`config.mk`:
```
export PLATFORM = sky130hd
export DESIGN_NAME = gpio_cmd_bridge
export DESIGN_NICKNAME = d
export VERILOG_FILES = /design/src/rtl/gpio_cmd_pkg.sv /design/src/rtl/gpio_cmd_bridge_res_fifo.sv /design/src/rtl/gpio_cmd_bridge.sv
export SDC_FILE = /design/constraint.sdc
export NUM_CORES = 1
export LEC_CHECK = 0
export CAP_MARGIN = 20
export CORE_ASPECT_RATIO = 0.9
export CORE_MARGIN = 8
export CORE_UTILIZATION = 50
export CTS_BUF_LIST = sky130_fd_sc_hd__clkbuf_4
export DETAILED_ROUTE_END_ITERATION = 8
export PLACE_DENSITY = 0.74
export SYNTH_ARGS = -nofsm -noshare
export SYNTH_HDL_FRONTEND = slang
export SYNTH_SLANG_ARGS = --single-unit
```
`constraint.sdc`:
```
create_clock -name CLK100MHZ -period 7.1 [get_ports CLK100MHZ]
set_clock_uncertainty 0.2 [all_clocks]
set_input_delay 1.065 -clock CLK100MHZ [delete_from_list [all_inputs] [get_ports CLK100MHZ]]
set_output_delay 1.065 -clock CLK100MHZ [all_outputs]
set_load 0.01 [all_outputs]
```
`src/rtl/gpio_cmd_pkg.sv`:
```
// Shared constants for the GPIO command bridge: command bit positions in the
// micro's output word, status bit positions in the word read back, the payload
// offset and the control FSM state encoding.
package gpio_cmd_pkg;

  // Command bits in i_gpio_o
  localparam int CMD_SOFT_RST = 0;
  localparam int CMD_START    = 1;
  localparam int CMD_READ     = 2;
  localparam int CMD_WRITE    = 3;

  // Status bits in o_gpio_i
  localparam int ST_BUSY  = 0;
  localparam int ST_DONE  = 1;
  localparam int ST_EMPTY = 2;
  localparam int ST_FULL  = 3;
  localparam int ST_ERR   = 4;

  // Write payload and FIFO head both live from this bit upward
  localparam int PAYLOAD_LSB = 8;

  typedef enum logic [1:0] {
    S_IDLE = 2'd0,
    S_LOAD = 2'd1,
    S_RUN  = 2'd2,
    S_DONE = 2'd3
  } state_e;

endpackage

```
`src/rtl/gpio_cmd_bridge_res_fifo.sv`:
```
// Synchronous first-word-fall-through FIFO for convolution results.
// Latency: a pushed word is visible on head the cycle after the push; flags are registered.
// Backpressure: push is dropped when full unless a pop happens in the same cycle; flush wins.
// Ports: clk/rst (sync, active-high), push/wdata, pop, flush, empty, full, head
// (head reads zero while empty).
module res_fifo #(
  parameter int W     = 13,
  parameter int DEPTH = 8
) (
  input  logic         clk,
  input  logic         rst,
  input  logic         push,
  input  logic [W-1:0] wdata,
  input  logic         pop,
  input  logic         flush,
  output logic         empty,
  output logic         full,
  output logic [W-1:0] head
);

  localparam int AW = $clog2(DEPTH);
  localparam logic [AW-1:0] PTR_ONE  = AW'(1);
  localparam logic [AW:0]   CNT_ONE  = (AW+1)'(1);
  localparam logic [AW:0]   FULL_CNT = (AW+1)'(DEPTH);

  logic [W-1:0]  mem_q [DEPTH];
  logic [AW-1:0] rd_ptr_q, rd_ptr_d;
  logic [AW-1:0] wr_ptr_q, wr_ptr_d;
  logic [AW:0]   count_q, count_d;
  logic          empty_q, empty_d;
  logic          full_q, full_d;
  logic [W-1:0]  head_q, head_d;
  logic          do_pop, do_push;

  // A pop in the same cycle makes room, so a full FIFO still accepts the push.
  assign do_pop  = pop & ~empty_q & ~flush;
  assign do_push = push & ~flush & (~full_q | do_pop);

  always_comb begin
    rd_ptr_d = rd_ptr_q;
    wr_ptr_d = wr_ptr_q;
    count_d  = count_q;
    if (flush) begin
      rd_ptr_d = '0;
      wr_ptr_d = '0;
      count_d  = '0;
    end else begin
      if (do_pop)  rd_ptr_d = rd_ptr_q + PTR_ONE;
      if (do_push) wr_ptr_d = wr_ptr_q + PTR_ONE;
      case ({do_push, do_pop})
        2'b10:   count_d = count_q + CNT_ONE;
        2'b01:   count_d = count_q - CNT_ONE;
        default: count_d = count_q;
      endcase
    end
    empty_d = (count_d == '0);
    full_d  = (count_d == FULL_CNT);

    // Head is registered: if the next head slot is the one being written this
    // cycle, forward the incoming word instead of the stale memory entry.
    head_d = '0;
    if (!empty_d) begin
      if (do_push && (rd_ptr_d == wr_ptr_q)) head_d = wdata;
      else                                   head_d = mem_q[rd_ptr_d];
    end
  end

  always_ff @(posedge clk) begin
    if (do_push) mem_q[wr_ptr_q] <= wdata;
  end

  always_ff @(posedge clk) begin
    if (rst) begin
      rd_ptr_q <= '0;
      wr_ptr_q <= '0;
      count_q  <= '0;
      empty_q  <= 1'b1;
      full_q   <= 1'b0;
      head_q   <= '0;
    end else begin
      rd_ptr_q <= rd_ptr_d;
      wr_ptr_q <= wr_ptr_d;
      count_q  <= count_d;
      empty_q  <= empty_d;
      full_q   <= full_d;
      head_q   <= head_d;
    end
  end

  assign empty = empty_q;
  assign full  = full_q;
  assign head  = head_q;

endmodule

```
`src/rtl/gpio_cmd_bridge.sv`:
```
// Bridges MicroBlaze GPIO words to datapath pulses/write beats and reads results back.
// Latency: a command bit rising at the GPIO input gives its pulse two clocks later; status updates with it.
// Backpressure: results are held off with o_res_ready while the FIFO is full (unless popping) or flushing.
// Ports: CLK100MHZ, i_rst (sync, active-high); i_gpio_o command word in, o_gpio_i status word out;
// o_soft_rst/o_start/o_wr_valid+o_wr_data to the datapath; i_res_valid/i_res_data/o_res_ready
// result stream; i_done end-of-frame; o_led done indicator.
module gpio_cmd_bridge #(
  parameter int GPIO_D     = 32,
  parameter int NB_WDATA   = 24,
  parameter int NB_RES     = 13,  // must not exceed NB_WDATA / the 24 upper status bits
  parameter int FIFO_DEPTH = 8
) (
  input  logic                CLK100MHZ,
  input  logic                i_rst,
  input  logic [GPIO_D-1:0]   i_gpio_o,
  output logic [GPIO_D-1:0]   o_gpio_i,
  output logic                o_soft_rst,
  output logic                o_start,
  output logic                o_wr_valid,
  output logic [NB_WDATA-1:0] o_wr_data,
  input  logic                i_res_valid,
  input  logic [NB_RES-1:0]   i_res_data,
  output logic                o_res_ready,
  input  logic                i_done,
  output logic                o_led
);

  import gpio_cmd_pkg::*;

  // Input word register; no reset so a command held high through reset is
  // seen as a rise against the cleared prev register on the first free cycle.
  logic [GPIO_D-1:0] gpio_q, gpio_d;
  logic [3:0]        prev_q, prev_d;
  logic [3:0]        rise;

  state_e              state_q, state_d;
  logic                done_q, done_d;
  logic                err_q, err_d;
  logic                busy_q, busy_d;
  logic                start_pend_q, start_pend_d;
  logic                soft_rst_q, soft_rst_d;
  logic                start_q, start_d;
  logic                wr_valid_q, wr_valid_d;
  logic [NB_WDATA-1:0] wr_data_q, wr_data_d;

  logic              fifo_push, fifo_pop, fifo_flush;
  logic              fifo_empty, fifo_full;
  logic [NB_RES-1:0] fifo_head;
  logic              run_now;
  logic              unused_rsvd;

  assign gpio_d      = i_gpio_o;
  assign prev_d      = gpio_q[3:0];
  assign rise        = gpio_q[3:0] & ~prev_q;
  assign unused_rsvd = ^gpio_q[7:4];

  // A deferred start executes this cycle, so command bits are judged as in RUN.
  assign run_now = start_pend_q | (state_q == S_RUN);

  always_comb begin
    state_d      = state_q;
    done_d       = done_q;
    err_d        = err_q;
    start_pend_d = 1'b0;
    soft_rst_d   = 1'b0;
    start_d      = 1'b0;
    wr_valid_d   = 1'b0;
    wr_data_d    = wr_data_q;
    fifo_pop     = 1'b0;
    fifo_flush   = 1'b0;

    if (rise[CMD_SOFT_RST]) begin
      // Soft reset swallows every other command rising alongside it.
      soft_rst_d = 1'b1;
      fifo_flush = 1'b1;
      err_d      = 1'b0;
      done_d     = 1'b0;
      state_d    = S_IDLE;
    end else begin
      if (rise[CMD_READ]) begin
        if (fifo_empty) err_d    = 1'b1;
        else            fifo_pop = 1'b1;
      end

      if (start_pend_q) begin
        start_d = 1'b1;
        state_d = S_RUN;
        done_d  = 1'b0;
      end

      if (run_now) begin
        if (rise[CMD_WRITE] | rise[CMD_START]) err_d = 1'b1;
      end else if (rise[CMD_WRITE]) begin
        wr_valid_d   = 1'b1;
        wr_data_d    = gpio_q[PAYLOAD_LSB +: NB_WDATA];
        state_d      = S_LOAD;
        done_d       = 1'b0;
        // Write goes out first; a simultaneous start follows one cycle later.
        start_pend_d = rise[CMD_START];
      end else if (rise[CMD_START]) begin
        start_d = 1'b1;
        state_d = S_RUN;
        done_d  = 1'b0;
      end

      if ((state_q == S_RUN) && i_done) begin
        state_d = S_DONE;
        done_d  = 1'b1;
      end
    end

    busy_d = (state_d == S_RUN);
  end

  // Ready is raised by a same-cycle pop so a full FIFO can swap a word; a
  // flush cycle refuses data rather than accept and discard it.
  assign o_res_ready = ~fifo_flush & (~fifo_full | fifo_pop);
  assign fifo_push   = i_res_valid & o_res_ready;

  res_fifo #(
    .W     (NB_RES),
    .DEPTH (FIFO_DEPTH)
  ) u_res_fifo (
    .clk   (CLK100MHZ),
    .rst   (i_rst),
    .push  (fifo_push),
    .wdata (i_res_data),
    .pop   (fifo_pop),
    .flush (fifo_flush),
    .empty (fifo_empty),
    .full  (fifo_full),
    .head  (fifo_head)
  );

  always_ff @(posedge CLK100MHZ) begin
    gpio_q <= gpio_d;
  end

  always_ff @(posedge CLK100MHZ) begin
    if (i_rst) begin
      prev_q       <= '0;
      state_q      <= S_IDLE;
      done_q       <= 1'b0;
      err_q        <= 1'b0;
      busy_q       <= 1'b0;
      start_pend_q <= 1'b0;
      soft_rst_q   <= 1'b0;
      start_q      <= 1'b0;
      wr_valid_q   <= 1'b0;
      wr_data_q    <= '0;
    end else begin
      prev_q       <= prev_d;
      state_q      <= state_d;
      done_q       <= done_d;
      err_q        <= err_d;
      busy_q       <= busy_d;
      start_pend_q <= start_pend_d;
      soft_rst_q   <= soft_rst_d;
      start_q      <= start_d;
      wr_valid_q   <= wr_valid_d;
      wr_data_q    <= wr_data_d;
    end
  end

  // Status word is assembled purely from registers.
  always_comb begin
    o_gpio_i                          = '0;
    o_gpio_i[ST_BUSY]                 = busy_q;
    o_gpio_i[ST_DONE]                 = done_q;
    o_gpio_i[ST_EMPTY]                = fifo_empty;
    o_gpio_i[ST_FULL]                 = fifo_full;
    o_gpio_i[ST_ERR]                  = err_q;
    o_gpio_i[PAYLOAD_LSB +: NB_RES]   = fifo_head;
  end

  assign o_soft_rst = soft_rst_q;
  assign o_start    = start_q;
  assign o_wr_valid = wr_valid_q;
  assign o_wr_data  = wr_data_q;
  assign o_led      = done_q;

endmodule

```
# After elaboration in Yosys (flattened, before gate mapping)
# Memories as Yosys holds them, arrays and structs flattened. A register that Yosys moved wholly into a read port is not among the register bits.
# Cells that the tools add are included.
dict set report word_totals {
  ram_bits 104
  out_inout_bits 61
  input_bits 49
  register_bits 81
  mem_count 1
}
# name depth width read_ports rd_ports_with_merged_regs write_ports line
set mem_list {}
lappend mem_list {u_res_fifo.mem_q 8 13 1 1 1 gpio_cmd_bridge_res_fifo.sv:26} ;# logic [W-1:0] mem_q [DEPTH];
dict set report op_classes {
  n_bitwise 18
  n_eq_ne 5
  reduce_logical 8
  addsub 4
  mux 30
}
# op n
set ops {}
lappend ops {{two-way mux 1 bit} 20}
lappend ops {{two-way mux 2 bit} 6}
lappend ops {{one-hot mux 4 bit (2 select lines)} 1}
lappend ops {{adder 3 x 1 -> 3 bit (second input constant)} 2}
lappend ops {{bitwise AND 1 bit} 6}
lappend ops {{equality test 2 bit (second input constant)} 3}
lappend ops {{two-way mux 3 bit} 2}
lappend ops {{inverter 1 bit} 6}
lappend ops {{OR reduction 2 bit} 3}
lappend ops {{adder 4 x 1 -> 4 bit (second input constant)} 1}
lappend ops {{bitwise AND 4 bit} 1}
lappend ops {{equality test 4 bit (second input constant)} 1}
lappend ops {{zero test 4 bit} 1}
lappend ops {{two-way mux 4 bit} 1}
lappend ops {{inverter 4 bit} 1}
lappend ops {{OR 1 bit} 4}
lappend ops {{OR reduction 4 bit} 1}
lappend ops {{subtractor 4 x 1 -> 4 bit (second input constant)} 1}
lappend ops {{AND reduction 3 bit} 1}
lappend ops {{OR reduction 3 bit} 1}
lappend ops {{equality test 2 x 1 -> 1 bit (second input constant)} 1}
lappend ops {{logical AND 1 bit} 1}

# Logic depth before layout (Yosys ltp)
# Gate-level depths: netlist of the first run.
dict set report depth {
  ltp_word 14
  depth_mapped 16
  depth_no_buf 13
}

# Hierarchy
# Synthesis of the first run repeated with hierarchy kept, for this count alone.
dict set report unflattened {
  hier_cells 568
  area_unflattened_um2 7738.7
}
# mod cells_each seq_area_each_um2 n_inst area_per_inst_um2
set modules_own_cells {}
lappend modules_own_cells {res_fifo 364 3623.5 1 5434.0}
lappend modules_own_cells {gpio_cmd_bridge 204 1301.2 1 2304.7}

# Worst setup path after synthesis of the first run
# No wires, ideal clock.
dict set report synth_timing {
  path_type {input to register}
  from {in i_res_valid}
  to {reg u_res_fifo.head_q[0], in the netlist u_res_fifo.head[0], read port of u_res_fifo.mem_q}
  setup_ns 0.128
  slack_ns 3.384
  t_arrival_ns 3.388
  stages 13
  path_cell_list {and2_1 buf_2 inv_1 ha_1 xor2_1 ha_1 nor3b_1 a21oi_1 a211oi_1 nor3_1 nor2_1 buf_2 a311oi_1}
}
dict set report synth_via {
  elab_chain_len 8
  elab_cells_between_ends 9
}
# item line
set synth_lines {}
lappend synth_lines {{start, declared} gpio_cmd_bridge.sv:21} ;# input logic i_res_valid,
lappend synth_lines {{bitwise AND 1 bit *} gpio_cmd_bridge.sv:118} ;# assign fifo_push = i_res_valid & o_res_ready;
lappend synth_lines {{bitwise AND 1 bit * (2 in series)} gpio_cmd_bridge_res_fifo.sv:37} ;# assign do_push = push & ~flush & (~full_q | do_pop);
lappend synth_lines {{equality test 2 x 1 -> 1 bit or equality test 2 bit (tied branches)} gpio_cmd_bridge_res_fifo.sv:50} ;# case ({do_push, do_pop})
lappend synth_lines {{one-hot mux 4 bit (2 select lines) *} gpio_cmd_bridge_res_fifo.sv:50}
lappend synth_lines {{two-way mux 4 bit *} gpio_cmd_bridge_res_fifo.sv:43} ;# if (flush) begin
lappend synth_lines {{zero test 4 bit *} gpio_cmd_bridge_res_fifo.sv:56} ;# empty_d = (count_d == '0);
lappend synth_lines {{OR reduction 2 bit (no source line) *} -}
lappend synth_lines {{end, declared} gpio_cmd_bridge_res_fifo.sv:32} ;# logic [W-1:0] head_q, head_d;
# Every way passes the cells marked *; elsewhere a longest branch is shown, timed or not.
# A chain may end at the register's enable or synchronous reset.

# Worst setup path in the final report of the first run
dict set report layout_timing {
  from {reg u_res_fifo.empty_q, in the netlist u_res_fifo.empty}
  to {reg u_res_fifo.head_q[1], in the netlist u_res_fifo.head[1], read port of u_res_fifo.mem_q}
}
dict set report layout_via {
  elab_chain_len 13
  elab_cells_between_ends 20
}
# item line
set layout_lines {}
lappend layout_lines {{start, declared} gpio_cmd_bridge_res_fifo.sv:30} ;# logic empty_q, empty_d;
lappend layout_lines {{start signal, assigned} gpio_cmd_bridge_res_fifo.sv:84} ;# empty_q <= empty_d;
lappend layout_lines {{two-way mux 1 bit} gpio_cmd_bridge.sv:81} ;# if (fifo_empty) err_d = 1'b1;
lappend layout_lines {{two-way mux 1 bit} gpio_cmd_bridge.sv:80} ;# if (rise[CMD_READ]) begin
lappend layout_lines {{two-way mux 1 bit} gpio_cmd_bridge.sv:72} ;# if (rise[CMD_SOFT_RST]) begin
lappend layout_lines {{OR 1 bit} gpio_cmd_bridge.sv:117} ;# assign o_res_ready = ~fifo_flush & (~fifo_full | fifo_pop);
lappend layout_lines {{bitwise AND 1 bit} gpio_cmd_bridge.sv:117}
lappend layout_lines {{bitwise AND 1 bit} gpio_cmd_bridge.sv:118}
lappend layout_lines {{bitwise AND 1 bit (2 in series)} gpio_cmd_bridge_res_fifo.sv:37}
lappend layout_lines {{equality test 2 x 1 -> 1 bit or equality test 2 bit (tied branches)} gpio_cmd_bridge_res_fifo.sv:50}
lappend layout_lines {{one-hot mux 4 bit (2 select lines)} gpio_cmd_bridge_res_fifo.sv:50}
lappend layout_lines {{two-way mux 4 bit} gpio_cmd_bridge_res_fifo.sv:43}
lappend layout_lines {{zero test 4 bit} gpio_cmd_bridge_res_fifo.sv:56}
lappend layout_lines {{OR reduction 2 bit (no source line)} -}
# Parallel ways exist; a longest one is shown, timed or not.

==> results of run 1 <==
==> state kept, by name (all words and copies together), names as in the netlist <==
register	count
busy_q	1
err_q	1
gpio_q	28
o_led	1
o_soft_rst	1
o_start	1
o_wr_data	24
o_wr_valid	1
prev_q	4
start_pend_q	1
state_q	2
u_res_fifo.count_q	4
u_res_fifo.empty	1
u_res_fifo.full	1
u_res_fifo.head	13
u_res_fifo.mem_q	104
u_res_fifo.rd_ptr_q	3
u_res_fifo.wr_ptr_q	3
==> area by class of cell <==
| cell class | count | share of cell area |
|---|---|---|
| sequential | 194 | 0.5631 |
| multi-input combinational | 363 | 0.2601 |
| timing repair buffer | 105 | 0.1170 |
| tap | 198 | 0.02833 |
| clock buffer | 17 | 0.01459 |
| clock inverter | 15 | 0.01431 |
| inverter | 6 | 0.002575 |
==> where the power goes <==
part | leakage (nW) | switching (mW) | total (mW) | internal, mW
Combinational | 1.12 | 0.0981 | 0.182 | 0.0836
Sequential | 1.68 | 0.0158 | 1.23 | 1.21
Clock | 0.148 | 0.392 | 0.542 | 0.150
Total | 2.95 | 0.506 | 1.95 | 1.45
==> per-layer routing <==
layer  up-vias  part of all wire  track usage  wire, µm
met1      2393              0.42       0.2225      7055
li1       2342                 -            -         -
met2       229              0.46       0.2671      7575
met5         -                 0            0         0
met3        26              0.11      0.08110      1772
met4         0             0.012      0.04968       203
==> tightest hold or removal path, cell delays in order, from the launching register on <==
cell     delay, ps
dfxtp_1        330
nand2_1         50
a21oi_1         50
==> path summary, 6_finish.rpt <==
check | start | endpoint | slack [ps] | cells after the start
setup / recovery | u_res_fifo.empty | u_res_fifo.head[1] | 2990 | 14
hold / removal | gpio_q[11] | o_wr_data[3] | 250 | 2
setup reg to reg | u_res_fifo.empty | u_res_fifo.head[1] | 2990 | 14
hold reg to reg | gpio_q[11] | o_wr_data[3] | 250 | 2
==> cells by family (layout without fill, tap and decap cells) <==
group	after synthesis	after routing	synth area share
multiplexers	19	19	0.02578
other	1	14	0.0005017
AND/OR/NAND/NOR	212	212	0.1351
buffers and inverters	67	143	0.04938
flip-flops	194	194	0.6589
XOR/XNOR	11	11	0.01791
AO/OA/AOI/OAI	102	102	0.1041
adder cells (fa/ha/maj)	5	5	0.008370
==> cells in the final DEF, fill, tap and decap left out, types with 2 or more instances in the layout <==
cell type,netlist,final
a211oi_1,3,3
nor4_2,0,2
nand3_1,37,37
clkinv_2,0,3
o22ai_1,2,2
inv_8,0,2
inv_4,0,3
a21o_1,2,2
buf_4,21,12
a311oi_1,3,3
mux2_2,2,2
buf_6,4,2
nand2_1,99,99
nor3b_2,0,2
and2_1,2,2
clkdlybuf4s50_1,0,91
inv_1,6,6
inv_6,0,3
conb_1,1,14
a311oi_2,10,10
or3_1,2,2
xor2_1,5,5
nor2_1,18,18
o32a_1,12,12
nand2b_1,6,6
clkinv_4,0,3
o21ai_0,15,15
mux2i_1,17,17
clkbuf_4,0,17
nor3_1,21,20
nor2b_1,9,8
a32oi_1,13,13
a21oi_1,32,32
dfxtp_1,90,90
ha_1,5,5
edfxtp_1,104,104
xnor2_1,4,4
xnor2_4,2,2
==> per-stage QoR <==
step	total power, mW	worst slack, ps	hold WS [ps]	utilization
after floorplan	1.354	3384	205.9	-
after global placement	1.427	2780	219.2	0.5767
after detailed placement	1.436	2607	231.3	0.5772
after CTS	1.960	3021	248.8	0.5945
after global routing	2.029	2802	254.6	0.5965
final	1.953	2994	246.0	0.5965
==> metrics.csv, run 1 <==
metric,value,unit
Final ANT Viol Nets,0,
Cells after Synth,611,
FILL cells,1145,
Pwr Density,223.3,nW/µm²
layout cell share with drive strength beyond 1,0.1043,
Least-Margin Pin Slew,1119,ps
area of the multi-input gates,2275,µm²
Post-synth ARST share,0,
"EDFF count, synth",104,
Die Ht,132.0,µm
synth top area cells,"edfxtp_1, dfxtp_1, nand2_1",
First-pass DRT Iterations,7,
Clock transition at path regs,160,ps
most common cell in the netlist,edfxtp_1,
Max Clock Freq,0.2435,GHz
crit path DAT,4390,ps
critical path class,flip-flop to flip-flop,
WP data required,7380,ps
TritonCTS clock tree,built,
WP buf/inv,2,
# clock sinks,194,
Rows,42,
unrepaired setup endpoints after global routing,no,
clk buf depth,2,
antenna violations before repair,0,
crit share post-route,0.5784,
Tot GR Track Use,0.1767,
Final HPWL DP,11.18,mm
Leak,2.948,nW
first-pass GRT wire length,25.91,mm
final setup TNS,0,ps
Die ar.,19120,µm²
Area Overhead vs Synth,17.01,%
DRC,0,
placed cell area,8463,µm²
"Max FO, Critical Path",14,
Sequential Area,4925,µm²
largest net degree at the start of global routing,33,
Finished Cell Area,8746,µm²
vias in the first global route,4826,
Post-CTS Setup Bufs,0,
vias,4990,
Post-Route WL,16.61,mm
critical path cell sequence,"or3b_4, a21oi_2, and2_1, inv_1, ha_1, xor2_1, ha_1, nor3b_1, a21oi_1, a211oi_1, nor3_1, nor2_1, buf_4, a311oi_1",
fin crit period,4106,ps
final setup violation count,0,
number of register bits inferred by synthesis,194,
synth warn,0,
"Seq/Total Area, Yosys",0.6589,
drt wl/cell,18.49,µm
status,finished clean,
startpoint types,flip-flop,
Cells after DPL,863,
Yosys cell types,56,
family with the most delay on the worst path,simple AND/OR/NAND/NOR gates,
Synth area leader,edfxtp_1,
Die Span X,144.9,µm
most common library cells after synthesis,"edfxtp_1, nand2_1, dfxtp_1",
# Max-Cap Violations,0,
Critical Path Sink Type,flip-flop,
n_diodes,0,
Worst path slowest cell,or3b_4,
final hold violation count,0,
CTS resizes,0,
IO Pins,110,
H-Tree Level Count,4,
total gr overflow,0,
clock latency on the worst-skew pair,610,ps
GP Congestion,0.8088,
TritonCTS buffer count,17,
clock root buffer,clkbuf_4,
Critical Path Most Common Cell,ha_1,
initial DRC count,393,
core box area,14660,µm²
CTS Hold Bufs,0,
initial core utilization,0.5098,
Layout Nets,741,
post-DR vias/cell,5.557,
Non-Filler Instances,898,
buffers added on ports,91,
Slew HR,0.2539,
Syn Area/Cell,12.23,µm²
worst stage delay on the critical path,520,ps
post-synth top area share,0.4178,
Max rail drop VDD,0.2064,mV
prevailing post-synth register cell,edfxtp_1,
Syn Std Cell Area,7475,µm²
Pins Over Slew Limit,0,
Worst Hold Class,flip-flop to flip-flop,
Power figures use the tool's default switching activity.
==> run 2, diff against run 1 <==
- PLACE_DENSITY: 0.74 -> 0.77
- clock period: 7.1 -> 3.6 ns (I/O delays scaled with it)
==> run 2 against run 1 <==
Effect of this change:
- register-to-register slack lost 2800 ps
- routed wire length increased by 1.3%
- combinational power is 100% higher
- clock power increased by 100%
- sequential power up 97%
- fmax grew 21%
- sequential share of layout area is 0.75 points lower
- count of clock-buffer cells in the layout up 1
- critical path type unchanged
- largest cell class unchanged
- highest routed layer unchanged
==> metrics.csv, run 2 (synthesized netlist as in run 1, its figures left out) <==
metric,value,unit,change
status,finished clean,,
area of the multi-input gates,2276,µm²,about the same
Worst Hold Class,input port to flip-flop,,
# Max-Cap Violations,0,,unchanged
buffers added on ports,91,,unchanged
crit share post-route,0.9420,,+0.3636
WP data required,3850,ps,-3530 ps
family with the most delay on the worst path,simple AND/OR/NAND/NOR gates,,
Critical Path Sink Type,flip-flop,,
antenna violations before repair,0,,unchanged
WP buf/inv,2,,unchanged
fin crit period,3391,ps,-715.3 ps
layout cell share with drive strength beyond 1,0.1222,,+0.01791
Die ar.,19120,µm²,unchanged
Pwr Density,439.4,nW/µm²,+97%
core box area,14660,µm²,unchanged
Pins Over Slew Limit,0,,unchanged
final setup violation count,0,,unchanged
Clock transition at path regs,170,ps,about the same
Post-Route WL,16.83,mm,+1.3%
first-pass GRT wire length,26.88,mm,+3.7%
drt wl/cell,18.49,µm,about the same
Tot GR Track Use,0.1818,,+0.005054
Leak,3.024,nW,+2.6%
H-Tree Level Count,4,,unchanged
Layout Nets,753,,+1.6%
post-DR vias/cell,5.544,,-0.23%
IO Pins,110,,unchanged
First-pass DRT Iterations,6,,-1
most frequent cells in the layout,"edfxtp_1, nand2_1, clkdlybuf4s50_1, dfxtp_1, nand3_1",,
Cells after DPL,878,,+1.7%
Area Overhead vs Synth,18.60,%,
Die Span X,144.9,µm,unchanged
initial DRC count,432,,+9.9%
clock root buffer,clkbuf_4,,
vias in the first global route,5225,,+8.3%
startpoint types,flip-flop,,
"most common cell after layout, fill and taps aside",edfxtp_1,,
vias,5045,,+1.1%
critical path cell sequence,"or3b_4, buf_4, nor2_1, ha_2, xor2_1, ha_1, nor3b_1, a21oi_1, a211oi_2, nor3_1, nor2_1, buf_12, a311oi_1",,
Die Ht,132.0,µm,unchanged
TritonCTS clock tree,built,,
n_diodes,0,,unchanged
Rows,42,,unchanged
Slew HR,0.4256,,+0.1717
initial core utilization,0.5098,,unchanged
Final ANT Viol Nets,0,,unchanged
DRC,0,,unchanged
crit path DAT,3640,ps,-750 ps
total gr overflow,0,,unchanged
GP Congestion,0.8099,,+0.14%
Critical Path Most Common Cell,nor2_1,,
max reg flops,104,,unchanged
Non-Filler Instances,910,,+1.3%
"Max FO, Critical Path",14,,unchanged
final hold violation count,0,,unchanged
largest net degree at the start of global routing,32,,-3.0%
critical path class,flip-flop to flip-flop,,
Least-Margin Pin Slew,861.6,ps,-257.6 ps
Max rail drop VDD,0.3084,mV,+49%
Post-CTS Setup Bufs,0,,unchanged
worst stage delay on the critical path,410,ps,-110 ps
Final HPWL DP,11.38,mm,+1.8%
Biggest register,u_res_fifo.mem_q,,
clock latency on the worst-skew pair,580,ps,-30 ps
unrepaired setup endpoints after global routing,no,,
final setup TNS,0,ps,unchanged
Worst path slowest cell,or3b_4,,
# clock sinks,194,,unchanged
Sequential Area,4925,µm²,unchanged
TritonCTS buffer count,17,,unchanged
clk buf depth,2,,unchanged
Max Clock Freq,0.2949,GHz,+21%
FILL cells,1130,,-1.3%
==> run 2: through the flow <==
stage	power (mW)	setup slack, ps	util	hold slack (ps)	instance area (µm²)
4_1_cts	3.919	164.8	0.6036	134.8	8850
3_5_place_dp	2.841	153.1	0.5848	227.9	8574
3_3_place_gp	2.825	225.9	0.5848	218.7	8574
5_1_grt	4.045	10.34	0.6046	124.2	8865
6_report	3.895	208.9	0.6046	177.9	8865
2_1_floorplan	2.671	0.8729	-	205.9	7526
==> run 2: timing repair <==
| item | CTS | global route |
|---|---|---|
| resized for setup | 0 | 3 |
| hold buffers | 0 | 0 |
| setup endpoints to repair | 0 | 13 |
==> run 2: power by group <==
group | switching, mW | internal [mW] | total [mW]
clock | 0.782 | 0.318 | 1.10
sequential | 0.0312 | 2.39 | 2.42
combinational | 0.198 | 0.173 | 0.371
total | 1.01 | 2.88 | 3.90
==> run 2: worst paths after layout <==
check	start	to	slack (ps)	depth (start not counted)
min	i_gpio_o[31]	gpio_q[31]	180	1
min reg2reg	gpio_q[22]	o_wr_data[14]	240	2
max reg2reg	gpio_q[2]	u_res_fifo.head[2]	210	13
max	gpio_q[2]	u_res_fifo.head[2]	210	13
==> run 2: final cells by class <==
| class | instances | share of cell area |
|---|---|---|
| flip-flops and latches | 194 | 0.5555 |
| multi-input cells | 363 | 0.2567 |
| repair buffers | 117 | 0.1262 |
| well taps | 198 | 0.02795 |
| clock inverters | 14 | 0.01581 |
| clock buffers | 18 | 0.01524 |
| inverters | 6 | 0.002541 |
==> run 2: layer usage <==
layer / vias to the layer above / GRT usage / share of wire
met5: - / 0 / 0
met4: 0 / 0.06412 / 0.013
met3: 29 / 0.06915 / 0.11
met2: 254 / 0.2816 / 0.47
met1: 2402 / 0.2267 / 0.40
li1: 2360 / - / -
